==> src/rtl/rr_enc8to3_if.sv <==
// Request/grant bundle between the requesters, the encoder and the control FSM.
interface rr_enc8to3_if;
    logic [7:0] req;
    logic       en;
    logic       ack;
    logic [2:0] w;
    logic [7:0] grant;
    logic       valid;

    modport master (output req, output en, output ack,
                    input  w,   input  grant, input valid);
    modport slave  (input  req, input  en, input  ack,
                    output w,   output grant, output valid);
endinterface

==> src/rtl/rr_enc8to3.sv <==
// Registered round-robin 8-to-3 encoder: picks one requester, returns its index
// plus a one-hot grant, and holds the grant until acknowledged.
module rr_enc8to3 #(
    parameter bit ROTATE = 1'b1
) (
    input  logic          clk,
    input  logic          rst,
    rr_enc8to3_if.slave   bus
);

    typedef enum logic {IDLE, BUSY} state_t;

    state_t     state, state_nx;
    logic [2:0] ptr, ptr_nx;
    logic [2:0] w_q, w_nx;
    logic [7:0] grant_q, grant_nx;
    logic       valid_q, valid_nx;
    logic [2:0] w_inc;

    // First set bit scanning p, p+1, ... p+7 modulo 8.
    function automatic logic [2:0] sel(input logic [7:0] r, input logic [2:0] p);
        logic [2:0] idx;
        logic       found;
        sel   = p;
        found = 1'b0;
        for (int unsigned i = 0; i < 8; i++) begin
            idx = p + 3'(i);
            if (!found && r[idx]) begin
                sel   = idx;
                found = 1'b1;
            end
        end
    endfunction

    assign w_inc = w_q + 3'd1;

    always_comb begin
        state_nx = state;
        ptr_nx   = ptr;
        w_nx     = w_q;
        grant_nx = grant_q;
        valid_nx = valid_q;
        unique case (state)
            IDLE: begin
                if (bus.en && (bus.req != '0)) begin
                    w_nx     = sel(bus.req, ROTATE ? ptr : 3'd0);
                    grant_nx = '0;
                    grant_nx[w_nx] = 1'b1;
                    valid_nx = 1'b1;
                    state_nx = BUSY;
                end
            end
            BUSY: begin
                if (bus.ack) begin
                    if (ROTATE) ptr_nx = w_inc;
                    if (bus.en && (bus.req != '0)) begin
                        w_nx     = sel(bus.req, ROTATE ? w_inc : 3'd0);
                        grant_nx = '0;
                        grant_nx[w_nx] = 1'b1;
                        valid_nx = 1'b1;
                    end else begin
                        grant_nx = '0;
                        valid_nx = 1'b0;
                        state_nx = IDLE;
                    end
                end
            end
            default: state_nx = IDLE;
        endcase
    end

    always_ff @(posedge clk) begin
        if (rst) begin
            state   <= IDLE;
            ptr     <= '0;
            w_q     <= '0;
            grant_q <= '0;
            valid_q <= 1'b0;
        end else begin
            state   <= state_nx;
            ptr     <= ptr_nx;
            w_q     <= w_nx;
            grant_q <= grant_nx;
            valid_q <= valid_nx;
        end
    end

    assign bus.w     = w_q;
    assign bus.grant = grant_q;
    assign bus.valid = valid_q;

endmodule

==> src/flat_wrapper.sv <==
// flat-port wrapper written by rule: the top's interface ports become plain ports
module rr_enc8to3_flat 
#(
    parameter bit ROTATE = 1'b1
)
  (clk, rst, bus_req, bus_en, bus_ack, bus_w, bus_grant, bus_valid);
  rr_enc8to3_if bus_i ();
  input  logic clk;
  input  logic rst;
  input wire logic [$bits(bus_i.req)-1:0] bus_req;
  input wire logic [$bits(bus_i.en)-1:0] bus_en;
  input wire logic [$bits(bus_i.ack)-1:0] bus_ack;
  output wire logic [$bits(bus_i.w)-1:0] bus_w;
  output wire logic [$bits(bus_i.grant)-1:0] bus_grant;
  output wire logic [$bits(bus_i.valid)-1:0] bus_valid;
  assign bus_i.req = bus_req;
  assign bus_i.en = bus_en;
  assign bus_i.ack = bus_ack;
  assign bus_w = bus_i.w;
  assign bus_grant = bus_i.grant;
  assign bus_valid = bus_i.valid;
  rr_enc8to3 #(.ROTATE(ROTATE)) u_core (.clk(clk), .rst(rst), .bus(bus_i));
endmodule
==> config.mk <==
export PLATFORM = sky130hd
export DESIGN_NAME = rr_enc8to3_flat
export DESIGN_NICKNAME = d
export VERILOG_FILES = /design/src/rtl/rr_enc8to3_if.sv /design/src/rtl/rr_enc8to3.sv /design/src/flat_wrapper.sv
export SDC_FILE = /design/constraint.sdc
export NUM_CORES = 1
export LEC_CHECK = 0
export ABC_AREA = 0
export CAP_MARGIN = 40
export CORE_UTILIZATION = 30
export DETAILED_ROUTE_END_ITERATION = 8
export GPL_ROUTABILITY_DRIVEN = 0
export GPL_TIMING_DRIVEN = 0
export SETUP_SLACK_MARGIN = 0.5
export SYNTH_ARGS = -nofsm -noshare
export SYNTH_HDL_FRONTEND = slang
export SYNTH_SLANG_ARGS = --single-unit
==> constraint.sdc <==
create_clock -name clk -period 4.6 [get_ports clk]
set_input_delay 0.46 -clock clk [delete_from_list [all_inputs] [get_ports clk]]
set_output_delay 0.46 -clock clk [all_outputs]
set_load 0.05 [all_outputs]
==> metrics <==
clock slew at reported path FFs 0.06 ns; category of the worst setup path capture point flip-flop; end-of-flow core utilization a little over a third; crit path max fanout 10; number of detailed-route iterations in the first pass 4; pin count of the biggest net entering global routing 11; clock latency at the later pin of the worst-skew pair ~0.25 ns; initial antenna violation count 0; commonest cells after routing, fill and taps aside sky130_fd_sc_hd__nand2_1 (27), sky130_fd_sc_hd__mux4_2 (25), sky130_fd_sc_hd__mux2i_1 (23), sky130_fd_sc_hd__clkdlybuf4s50_1 (23), sky130_fd_sc_hd__nor2_1 (18); global-route wire length before repair between 10000 and 15000 µm; FFs w/ async S/R, synth 0%; Hold-fix buffers, CTS 0; Fin Clk Skew roughly 0.0043 ns; final std cell area, no fill approximately 3300 µm²; Cell variety after synth 73; share of cells above drive strength 1 between 15 and 20%; std cell rows 35; RSZ-0062 raised after global routing false; power per cell area ~280 nW/µm²; final period utilization 84.3%; cells taking the most area after synthesis sky130_fd_sc_hd__mux4_2 (20%), sky130_fd_sc_hd__dfxtp_1 (11%), sky130_fd_sc_hd__mux2i_1 (8.2%), sky130_fd_sc_hd__nand2_1 (3.6%), sky130_fd_sc_hd__o221ai_1 (3.4%); count of buffers inserted at the top-level ports 23; area of the core region approximately 9200 µm²; synthesized netlist net count about 340; Die X-Extent about 99 µm; total congestion overflow after global routing 0; Startpoint Class flip-flop; clock root buffer master sky130_fd_sc_hd__clkbuf_8; worst reg-to-reg path cell count 13; proportion of netlist area held by the largest area contributor about a fifth; average instance area after synthesis between 8 and 9 µm²; highest clock rate roughly 0.26 GHz; #FFs+latches synth 16; Num CTS Buffers 3; buffers from clock root to sink, at most 2; Post-synth EDFFs 0; measured slew at the worst slew-check pin approximately 0.90 ns; type of the worst setup path flip-flop to flip-flop; crit path launch u_core.ptr[1]; Top FF cell, synth sky130_fd_sc_hd__dfxtp_1; worst path bufs/invs 4; static leakage power 1.08 nW; cell taking the most area after synthesis sky130_fd_sc_hd__mux4_2; cell with the biggest individual delay on the critical path sky130_fd_sc_hd__mux4_2; reported max-cap violation count 0; area of combinational cells with multiple inputs ~2300 µm²; layout filler cell count about 930; CP Cell Sequence clkbuf_4, buf_6, inv_1, ha_1, buf_6, mux2_4, mux4_2, o22a_1, nor2_1, o211ai_1, a211o_1, or3b_1, o221ai_1; top-level port count 24; flop-to-flop setup slack about 0.72 ns; WHS Endpoint u_core.bus.grant[2]; area enclosed by the die boundary between 9000 and 10000 µm²; DRC errors left 0; H-tree depth 1; clock sink count 16; Final Hold Viols 0; highest cell delay on the worst timing path ~0.56 ns; final wirelength just over 8000 µm; nets 370; Required @ worst endpoint 4.76 ns; antenna-violating nets left 0; most common library cell in the layout ignoring fill and taps sky130_fd_sc_hd__nand2_1; cell family contributing the most delay on the critical path compound AO/OA/AOI/OAI gates; post-synthesis to final-layout area growth 15.5%; detail-routed net length per standard cell roughly 18 µm; total cell area at the placement stage ~3200 µm²; initial DRC count between 200 and 250; Cells on Worst Hold Path 2; antenna diode count 0; path type of the worst min-delay path flip-flop to flip-flop; sequential cell area between 300 and 400 µm²; Initial Util between 30% and 40%; Ys Warns 0; most used cell, CP sky130_fd_sc_hd__buf_6; CTS tree built; Total GRT Usage 17.1%; DR vias between 2000 and 3000; Final Max Slew Viols 0; Cells after Synth about 330; sequential fraction of the synthesis area 11.4%; post-synth design cell area between 2000 and 3000 µm²; final sum of negative setup slack 0 ns; worst IR drop on VDD approximately 0.00015 V; start point of the worst min-delay path u_core.bus.grant[2]; final setup violation count 0; estimated wirelength of the detail-placed design just over 6000 µm; fin crit period approximately 3.9 ns; Arr. time, crit path 4.04 ns; headroom to the max-slew limit between 30% and 40%; mean number of vias per cell between 6 and 7; status finished clean; Crit Reg-Reg Startpoint u_core.ptr[1]; vias in the first global route roughly 2800; Die Y around 99 µm; R2R Path End u_core.bus.grant[6]
[routing by layer]
layer | wire length (µm) | share of wire (%) | vias up | track usage, %
li1 | - | - | 1337 | -
met1 | 3760 | 46 | 1391 | 23.2
met2 | 3860 | 47 | 82 | 28.7
met3 | 304 | 3.7 | 25 | 1.42
met4 | 251 | 3.1 | 0 | 5.97
met5 | 0 | 0 | - | 0
[tightest hold or removal path, cell delays in order, from the launching register on]
cell and delay, ns:
sky130_fd_sc_hd__dfxtp_1 0.33, sky130_fd_sc_hd__nand2_1 0.05, sky130_fd_sc_hd__o221ai_1 0.06
[logic make-up after synthesis]
family	after synthesis	synth area share [%]
mux	54	30.9
xor+xnor	9	3.82
simple gates	114	22.1
fa+ha+maj	4	1.77
flops	16	11.4
compound gates	91	24.2
buf+inv	38	5.81
[cells in the mapped netlist, types with 3 or more instances]
cell / number
sky130_fd_sc_hd__dfxtp_1: 16
sky130_fd_sc_hd__o21bai_1: 3
sky130_fd_sc_hd__nand3b_1: 4
sky130_fd_sc_hd__nand3_1: 7
sky130_fd_sc_hd__buf_1: 3
sky130_fd_sc_hd__mux2_4: 3
sky130_fd_sc_hd__clkbuf_1: 16
sky130_fd_sc_hd__o21ai_0: 12
sky130_fd_sc_hd__nor2b_1: 8
sky130_fd_sc_hd__buf_2: 8
sky130_fd_sc_hd__nor2_1: 18
sky130_fd_sc_hd__a31oi_1: 5
sky130_fd_sc_hd__xor2_1: 3
sky130_fd_sc_hd__a211oi_1: 9
sky130_fd_sc_hd__nor4_1: 5
sky130_fd_sc_hd__ha_1: 4
sky130_fd_sc_hd__nand2_1: 27
sky130_fd_sc_hd__and3_1: 3
sky130_fd_sc_hd__and2_1: 3
sky130_fd_sc_hd__xnor2_1: 4
sky130_fd_sc_hd__nor3b_1: 4
sky130_fd_sc_hd__a21oi_1: 14
sky130_fd_sc_hd__o221ai_1: 11
sky130_fd_sc_hd__inv_1: 7
sky130_fd_sc_hd__a311oi_1: 3
sky130_fd_sc_hd__nor3_1: 9
sky130_fd_sc_hd__mux2_2: 3
sky130_fd_sc_hd__o211ai_1: 3
sky130_fd_sc_hd__mux2i_1: 23
sky130_fd_sc_hd__mux4_2: 25
sky130_fd_sc_hd__nand2b_1: 11
[state kept, by name, summed over array words and instances (netlist names)]
signal,flops
u_core.state,1
u_core.bus.valid,1
u_core.bus.grant,8
u_core.ptr,3
u_core.bus.w,3
[repair_timing]
| item | CTS | global route |
|---|---|---|
| setup buffers | 0 | 0 |
| resized for setup | 3 | 9 |
| gates cloned | 0 | 0 |
| endpoints found under the setup margin | 10 | 10 |
[metrics by stage]
stage / instances / worst slack, ns / total power, mW / hold slack, ns
after CTS: 463 / 0.567 / 0.898 / 0.477
after global routing: 463 / 0.494 / 0.983 / 0.499
after floorplan: 326 / 0.754 / 0.646 / 0.651
after global placement: 460 / 0.290 / 0.782 / 0.460
after detailed placement: 460 / 0.312 / 0.792 / 0.463
final: 463 / 0.722 / 0.911 / 0.471
[power by group]
group	switching [mW]	total, mW	internal (mW)
clock network	0.0445	0.102	0.0580
registers	0.00928	0.160	0.150
logic	0.378	0.648	0.271
total	0.431	0.911	0.479
[area by class of cell]
| cell class | instances | area share [%] |
|---|---|---|
| Timing Repair Buffer | 23 | 7.07 |
| Tap cell | 111 | 4.26 |
| Sequential cell | 16 | 9.83 |
| Clock buffer | 3 | 1.27 |
| Inverter | 9 | 1.08 |
| Multi-Input combinational cell | 272 | 72.1 |
| Buffer | 29 | 4.42 |
[worst max path at each step]
stage	end	slack [ns]	depth (start not counted)
floorplan	u_core.bus.grant[5]	0.75	13
global placement	u_core.bus.grant[6]	0.29	13
detailed placement	u_core.bus.grant[3]	0.31	13
CTS	u_core.bus.grant[6]	0.57	13
global route	u_core.bus.grant[1]	0.49	13
finish	u_core.bus.grant[6]	0.72	13
No activity file was read; power rests on OpenSTA's default activity.
